<file path="src/rtl/apb_bridge_pkg.sv">
// Shared state encoding and address-map defaults for the APB side of the AHB-to-APB bridge.
// Pure declarations: no latency, no backpressure.
package apb_bridge_pkg;

  typedef enum logic [1:0] {
    IDLE   = 2'd0,
    SETUP  = 2'd1,
    ACCESS = 2'd2
  } apb_state_e;

  localparam int          NUM_SLAVES      = 3;
  localparam int          DEF_REGION_LOG2 = 26;
  localparam logic [31:0] DEF_BASE_ADDR   = 32'h8000_0000;

endpackage

</file>
<file path="src/rtl/apb_addr_decode.sv">
// Address to one-hot APB slave select; combinational, zero latency, no backpressure.
// Only the bits at and above the region boundary are needed, so only those are passed in.
module apb_addr_decode import apb_bridge_pkg::*; #(
  parameter int                    ADDR_WIDTH  = 32,
  parameter int                    REGION_LOG2 = DEF_REGION_LOG2,
  parameter logic [ADDR_WIDTH-1:0] BASE_ADDR   = DEF_BASE_ADDR
) (
  input  logic [ADDR_WIDTH-REGION_LOG2-1:0] addr_hi,
  output logic                              valid,
  output logic [NUM_SLAVES-1:0]             sel
);

  logic       base_hit;
  logic [1:0] idx;

  assign base_hit = (addr_hi[ADDR_WIDTH-REGION_LOG2-1:2] == BASE_ADDR[ADDR_WIDTH-1:REGION_LOG2+2]);
  assign idx      = addr_hi[1:0];

  // Region index 3 lies inside the base window but has no slave behind it.
  always_comb begin
    sel = '0;
    if (base_hit) begin
      case (idx)
        2'd0:    sel = 3'b001;
        2'd1:    sel = 3'b010;
        2'd2:    sel = 3'b100;
        default: sel = '0;
      endcase
    end
  end

  assign valid = |sel;

endmodule

</file>
<file path="src/rtl/apb_controller.sv">
// APB initiator: one-entry request buffer, SETUP/ACCESS sequencing; accept->response 4 cycles, 1 transfer / 2 cycles.
// Backpressure: req_ready is low while the buffer holds an undrained request.
module apb_controller import apb_bridge_pkg::*; #(
  parameter int                    ADDR_WIDTH  = 32,
  parameter int                    DATA_WIDTH  = 32,
  parameter int                    REGION_LOG2 = DEF_REGION_LOG2,
  parameter logic [ADDR_WIDTH-1:0] BASE_ADDR   = DEF_BASE_ADDR
) (
  input  logic                  Hclk,
  input  logic                  Hreset,
  input  logic                  req_valid,
  output logic                  req_ready,
  input  logic                  req_write,
  input  logic [ADDR_WIDTH-1:0] req_addr,
  input  logic [DATA_WIDTH-1:0] req_wdata,
  output logic                  resp_valid,
  output logic                  resp_err,
  output logic [DATA_WIDTH-1:0] resp_rdata,
  output logic                  Pwrite,
  output logic [NUM_SLAVES-1:0] Pselx,
  output logic                  Penable,
  output logic [ADDR_WIDTH-1:0] Paddr,
  output logic [DATA_WIDTH-1:0] Pwdata,
  input  logic [DATA_WIDTH-1:0] Prdata
);

  typedef struct packed {
    logic                  write;
    logic                  hit;
    logic [NUM_SLAVES-1:0] sel;
    logic [ADDR_WIDTH-1:0] addr;
    logic [DATA_WIDTH-1:0] wdata;
  } req_t;

  apb_state_e            state_q, state_d;
  logic                  buf_valid_q, buf_valid_d;
  req_t                  buf_q, buf_d;
  logic [NUM_SLAVES-1:0] pselx_q, pselx_d;
  logic                  penable_q, penable_d;
  logic                  pwrite_q, pwrite_d;
  logic [ADDR_WIDTH-1:0] paddr_q, paddr_d;
  logic [DATA_WIDTH-1:0] pwdata_q, pwdata_d;
  logic                  resp_valid_q, resp_valid_d;
  logic                  resp_err_q, resp_err_d;
  logic [DATA_WIDTH-1:0] resp_rdata_q, resp_rdata_d;
  logic                  err_pend_q, err_pend_d;
  logic                  launch;
  logic                  dec_hit;
  logic [NUM_SLAVES-1:0] dec_sel;

  apb_addr_decode #(
    .ADDR_WIDTH  (ADDR_WIDTH),
    .REGION_LOG2 (REGION_LOG2),
    .BASE_ADDR   (BASE_ADDR)
  ) u_addr_decode (
    .addr_hi (req_addr[ADDR_WIDTH-1:REGION_LOG2]),
    .valid   (dec_hit),
    .sel     (dec_sel)
  );

  assign req_ready = !buf_valid_q;

  always_comb begin
    state_d      = state_q;
    buf_valid_d  = buf_valid_q;
    buf_d        = buf_q;
    pselx_d      = pselx_q;
    penable_d    = penable_q;
    pwrite_d     = pwrite_q;
    paddr_d      = paddr_q;
    pwdata_d     = pwdata_q;
    resp_valid_d = err_pend_q;
    resp_err_d   = err_pend_q;
    resp_rdata_d = '0;
    err_pend_d   = 1'b0;
    launch       = 1'b0;

    unique case (state_q)
      IDLE: begin
        if (buf_valid_q) begin
          buf_valid_d = 1'b0;
          if (buf_q.hit) begin
            launch = 1'b1;
          end else begin
            resp_valid_d = 1'b1;
            resp_err_d   = 1'b1;
          end
        end
      end
      SETUP: begin
        state_d   = ACCESS;
        penable_d = 1'b1;
      end
      ACCESS: begin
        resp_valid_d = 1'b1;
        resp_err_d   = 1'b0;
        resp_rdata_d = pwrite_q ? '0 : Prdata;
        state_d      = IDLE;
        pselx_d      = '0;
        penable_d    = 1'b0;
        // A bad entry drained here answers one cycle after the APB response.
        if (buf_valid_q) begin
          buf_valid_d = 1'b0;
          if (buf_q.hit) begin
            launch = 1'b1;
          end else begin
            err_pend_d = 1'b1;
          end
        end
      end
      default: state_d = IDLE;
    endcase

    if (launch) begin
      state_d   = SETUP;
      pselx_d   = buf_q.sel;
      penable_d = 1'b0;
      pwrite_d  = buf_q.write;
      paddr_d   = buf_q.addr;
      pwdata_d  = buf_q.wdata;
    end

    if (req_valid && req_ready) begin
      buf_valid_d = 1'b1;
      buf_d.write = req_write;
      buf_d.hit   = dec_hit;
      buf_d.sel   = dec_sel;
      buf_d.addr  = req_addr;
      buf_d.wdata = req_wdata;
    end
  end

  always_ff @(posedge Hclk or posedge Hreset) begin
    if (Hreset) begin
      state_q      <= IDLE;
      buf_valid_q  <= 1'b0;
      buf_q        <= '0;
      pselx_q      <= '0;
      penable_q    <= 1'b0;
      pwrite_q     <= 1'b0;
      paddr_q      <= '0;
      pwdata_q     <= '0;
      resp_valid_q <= 1'b0;
      resp_err_q   <= 1'b0;
      resp_rdata_q <= '0;
      err_pend_q   <= 1'b0;
    end else begin
      state_q      <= state_d;
      buf_valid_q  <= buf_valid_d;
      buf_q        <= buf_d;
      pselx_q      <= pselx_d;
      penable_q    <= penable_d;
      pwrite_q     <= pwrite_d;
      paddr_q      <= paddr_d;
      pwdata_q     <= pwdata_d;
      resp_valid_q <= resp_valid_d;
      resp_err_q   <= resp_err_d;
      resp_rdata_q <= resp_rdata_d;
      err_pend_q   <= err_pend_d;
    end
  end

  assign Pselx      = pselx_q;
  assign Penable    = penable_q;
  assign Pwrite     = pwrite_q;
  assign Paddr      = paddr_q;
  assign Pwdata     = pwdata_q;
  assign resp_valid = resp_valid_q;
  assign resp_err   = resp_err_q;
  assign resp_rdata = resp_rdata_q;

endmodule

</file>
<file path="config.mk">
export PLATFORM = sky130hd
export DESIGN_NAME = apb_controller
export DESIGN_NICKNAME = d
export VERILOG_FILES = /design/src/rtl/apb_bridge_pkg.sv /design/src/rtl/apb_addr_decode.sv /design/src/rtl/apb_controller.sv
export SDC_FILE = /design/constraint.sdc
export NUM_CORES = 1
export LEC_CHECK = 0
export CORE_MARGIN = 4
export CORE_UTILIZATION = 44
export CTS_BUF_LIST = sky130_fd_sc_hd__clkbuf_8
export DETAILED_ROUTE_END_ITERATION = 8
export GPL_ROUTABILITY_DRIVEN = 0
export PLACE_DENSITY_LB_ADDON = 0.08
export SLEW_MARGIN = 20
export SYNTH_ARGS = -nofsm -noshare
export SYNTH_HDL_FRONTEND = slang
export SYNTH_SLANG_ARGS = --single-unit
</file>
<file path="constraint.sdc">
create_clock -name Hclk -period 5.4 [get_ports Hclk]
set_input_delay 0.54 -clock Hclk [delete_from_list [all_inputs] [get_ports Hclk]]
set_output_delay 0.54 -clock Hclk [all_outputs]
set_load 0.1 [all_outputs]
</file>
; Word level (Yosys, flattened, before mapping)
; Cells that the tools add are included.
[word_totals]
regBits = 176
latch_bits = 0
mem_bits_rw = 0
romBits = 0
inputBits = 100
elab_cells = 53
n_memories = 0
[op_classes]
addsub = 0
n_mul = 0
div = 0
n_lt_le_gt_ge = 0
n_eq_ne = 6
n_shift = 0
muxes = 22
bitwise_logic = 0
n_reduce_logical = 9
[op_table]
columns = op, count
row1 = 2-to-1 mux 32 bit, 2
row2 = 2-to-1 mux 1 bit, 11
row3 = 2-to-1 mux 3 bit, 3
row4 = one-hot mux 3 bit (3 select lines), 1
row5 = one-hot mux 1 bit (2 select lines), 3
row6 = "equality test 2 x 1 -> 1 bit, second input constant", 2
row7 = "equality test 2 bit, second input constant", 2
row8 = "equality test 4 bit, second input constant", 1
row9 = zero test 2 bit, 2
row10 = one-hot mux 2 bit (2 select lines), 1
row11 = nonzero test 2 bit, 2
row12 = nonzero test 3 bit, 1
row13 = OR reduction 3 bit, 1
row14 = 2-to-1 mux 2 bit, 1
row15 = "inequality test 2 bit, second input constant", 1
row16 = OR reduction 2 bit, 1
row17 = logical AND 1 bit, 1
row18 = zero test 1 bit, 1

; Logic depth before layout (Yosys ltp)
[depth]
depth_word = 4
depth_mapped = 6
depth_no_buf = 3

; Modules after synthesis
; Synthesis repeated with hierarchy kept, for this count alone.
[hier_totals]
cells_unflattened = 391
area_unflattened_um2 = 6776.5
[by_module_without_submodules]
columns = mod, n_inst, cells_per_inst, area_per_inst_um2, seq_area_each_um2
row1 = apb_controller, 1, 386, 6727.7, 4404.2
row2 = apb_addr_decode, 1, 5, 48.8, 0.0

; Worst setup path after synthesis
; Ideal clock, no wire load.
[synth_timing]
path_kind = register to register
from = reg pwrite_q, in the netlist Pwrite
to = reg resp_rdata_q[11], in the netlist resp_rdata[11]
setup_time_ns = 0.119
t_arrival_ns = 1.459
required_ns = 5.281
slack_ns = 3.822
path_stages_with_launch = 4
n_path_buf = 1
cell_sequence = dfrtp_1 -> nor2_1 -> clkbuf_1 -> and2_1
[synth_between]
elab_chain_cells = 2
[synth_rtl]
columns = element, line_no
row1 = "start, declared", apb_controller.sv:40  ; logic pwrite_q, pwrite_d;
row2 = "start signal, assigned", apb_controller.sv:153  ; pwrite_q <= pwrite_d;
row3 = 2-to-1 mux 32 bit, apb_controller.sv:97  ; resp_rdata_d = pwrite_q ? '0 : Prdata;
row4 = 2-to-1 mux 32 bit, apb_controller.sv:78  ; unique case (state_q)
row5 = net resp_rdata_d[11], apb_controller.sv:45  ; logic [DATA_WIDTH-1:0] resp_rdata_q, resp_rdata_d;
row6 = "end signal, assigned", apb_controller.sv:158  ; resp_rdata_q <= resp_rdata_d;
row7 = "end, declared", apb_controller.sv:45
; The timed path passes the listed nets, and every way through them passes these cells.
; A chain may end at the register's enable or synchronous reset.

; Final worst setup path
[layout_timing]
from = reg buf_valid_q
to = out req_ready
[layout_between]
elab_chain_cells = 1
[layout_rtl]
columns = element, line_no
row1 = "start, declared", apb_controller.sv:36  ; logic buf_valid_q, buf_valid_d;
row2 = "start signal, assigned", apb_controller.sv:149  ; buf_valid_q <= buf_valid_d;
row3 = zero test 1 bit, apb_controller.sv:61  ; assign req_ready = !buf_valid_q;
row4 = "end, declared", apb_controller.sv:12  ; output logic req_ready,
; Every way passes these cells.

==> run metrics <==
Cell Chain, Critical Path=inv_1 -> clkdlybuf4s50_1; clk_lat worst skew=0.45 ns; num rows=44; Gate Count Post-Synth=533; flops & latches, synth=176; Core ar.=14750 µm²; Slowest cell on crit path=clkdlybuf4s50_1; Final Hold Viols=0; Unique masters post-synth=25; # IOs=204; # resized after CTS=0; count of pins over their slew limit=0; first-pass GRT wire length=24250 µm; setup tns final=0 ns; worst setup path start=buf_valid_q$_DFFE_PP0P_; Worst Max-Slew Pin Slew=1.042 ns; Final WS setup=2.723 ns; max-cap check violation count=0; hold buffers post-CTS=0; Critical Path Sink Type=output pin; crit path capture=req_ready; critical path depth=2; total CTS buffers=17; dpl hpwl=10170 µm; largest net degree at the start of global routing=118; r2r endpoint=buf_q[27]$_DFFE_PP0P_; most common cell after layout, fill and taps aside=clkdlybuf4s50_1; pre-CTS setup slack=2.867 ns; initial core utilization=45.73%; worst reg2reg setup slack=3.49 ns; DR DRC count=0; register area share after synthesis=65.28%; fin nets=835; DRT Pass-1 Iters=4; worst reg2reg path startpoint=buf_valid_q$_DFFE_PP0P_; Crit path arrival time=2.14 ns; synth warn=0; Fmax=0.3736 GHz; Synth-to-Final Area Change=37.39%; outcome=complete, no violations; Clock Sinks=176; commonest cells after routing, fill and taps aside=clkdlybuf4s50_1 (203), nand2_1 (195), dfrtp_1 (176); total number of vias=4317; Slew HR=30.34%; Inst Count DP=900; diode count=0; H-tree levels=4; Max Root-Sink Buffers=2; GRT overflow=0; startpoint types=register; Tcrit/Tclk final=49.57%; CP required=4.86 ns; vias in the first global route=4580; initial antenna violation count=0; Bufs and invs on worst path=2; minimum clock period after layout=2.677 ns; r2r worst-path depth=4; Largest delay share family, worst path=buffers and inverters; worst stage delay on the critical path=1.14 ns; count of final setup violators=0; final non-filler cell total=932; DRT antenna net count=0; worst min-delay path class=register to register; starting DRC count in detailed routing=217; drt wl/cell=16.04 µm; static leakage=4.611 nW; syn nets=633; final core utilization=62.82%; Sequential Area=4404 µm²; RSZ-0062 raised after global routing=false; crit-path max FO=6; clock skew after layout=0.01069 ns; post-synthesis area per instance=12.66 µm²; Die X-Extent=131.8 µm; FILL cells=1187; number of I/O port buffers=203; Crit Path Category=register to output pin; Die Span Y=131.8 µm; Clock Root Buffer=clkbuf_8; Routed WL=14950 µm; GRT Util Overall=17.57%; Setup Buffers After CTS=0; die area=17380 µm²; worst vdd ir=385.9 µV; TritonCTS clock tree=yes; share of cells above drive strength 1=14.44%; Pwr per Cell Area=546.4 nW/µm²; cell area after synthesis=6746 µm²; Clock transition at path regs=0.09 ns; Via density=4.632; area of the multi-input gates=2082 µm²
layout make-up:
cell class / count / share of cell area, %
Tap cell: 184 / 2.484
Multi-Input combinational cell: 320 / 22.46
Clock buffer: 19 / 2.821
Sequential cell: 176 / 47.52
Timing Repair Buffer: 210 / 22.49
Inverter: 10 / 0.4860
Clock inverter: 13 / 1.741
power by group:
part,internal [W],switching (W),total [W]
clock,0.000482,0.000469,0.000952
sequential,0.00158,0.000157,0.00174
combinational,0.000652,0.00172,0.00237
total,0.00272,0.00235,0.00506
kinds of logic (layout without fill, tap and decap cells):
family / Yosys count / in the layout / synth area share [%]
multiplexers: 65 / 65 / 14.35
flip-flops: 176 / 176 / 65.28
buffers and inverters: 37 / 252 / 4.006
AND/OR/NAND/NOR: 242 / 242 / 15.17
AO/OA/AOI/OAI: 13 / 13 / 1.187
worst register-to-register path: cells and delay by family (launching register included):
family        cells  cell delay, ns
flops             1            0.46
simple gates      3            0.93
buf+inv           1            0.46
worst min-delay path by stage:
| stage | start | end | slack [ns] | cells past startpoint |
|---|---|---|---|---|
| 4_1_cts | buf_q[55]$_DFFE_PP0P_ | buf_q[55]$_DFFE_PP0P_ | 0.48 | 2 |
| 6_report | buf_q[0]$_DFFE_PP0P_ | buf_q[0]$_DFFE_PP0P_ | 0.48 | 2 |
| 5_1_grt | buf_q[53]$_DFFE_PP0P_ | buf_q[53]$_DFFE_PP0P_ | 0.50 | 2 |
| 2_1_floorplan | err_pend_q$_DFF_PP0_ | resp_valid$_DFF_PP0_ | 0.44 | 1 |
| 3_5_place_dp | buf_q[55]$_DFFE_PP0P_ | buf_q[55]$_DFFE_PP0P_ | 0.46 | 2 |
| 3_3_place_gp | err_pend_q$_DFF_PP0_ | resp_valid$_DFF_PP0_ | 0.45 | 1 |
sequential cells by signal (all words and copies together) (netlist names):
register and cells:
resp_rdata 32, resp_valid 1, buf_q 69, Penable 1, Paddr 32, Pwdata 32
resp_err 1, Pselx 3, err_pend_q 1, buf_valid_q 1, Pwrite 1, state_q 2
synth_stat cells:
master	number	area share [%]
and2_1	32	3.0
nand2b_1	2	0.19
buf_2	7	0.52
a21oi_1	2	0.15
nand2b_4	1	0.20
buf_6	2	0.33
o21a_1	1	0.11
nand2_1	195	11
inv_1	10	0.56
nor2b_1	2	0.19
buf_12	6	1.8
nor2_1	4	0.22
o32ai_1	3	0.39
mux2_4	63	14
buf_4	2	0.22
nand3b_1	1	0.11
mux2_2	2	0.33
clkbuf_1	8	0.45
o21ai_0	6	0.45
nor4b_1	1	0.13
dfrtp_1	176	65
nand3_1	3	0.22
or2_2	1	0.093
clkbuf_2	2	0.15
o22ai_1	1	0.093
routing by layer:
| metal | part of all wire (%) | global-route usage (%) | routed length, µm | vias to the layer above |
|---|---|---|---|---|
| li1 | - | - | - | 2082 |
| met1 | 44 | 22.56 | 6554 | 2075 |
| met2 | 47 | 27.25 | 6982 | 140 |
| met3 | 8.0 | 7.672 | 1197 | 20 |
| met4 | 1.4 | 5.193 | 216 | 0 |
| met5 | 0 | 0 | 0 | - |
metrics by stage:
| stage | hold slack, ns | total power (W) | cell area [µm²] |
|---|---|---|---|
| finish | 0.4791 | 0.005064 | 9269 |
| global route | 0.4991 | 0.005247 | 9269 |
| CTS | 0.4803 | 0.005113 | 9266 |
| detailed placement | 0.4588 | 0.004149 | 8843 |
| global placement | 0.4530 | 0.004124 | 8843 |
| floorplan | 0.4403 | 0.003560 | 6746 |
Note: power is estimated with default switching activity, not from simulation.
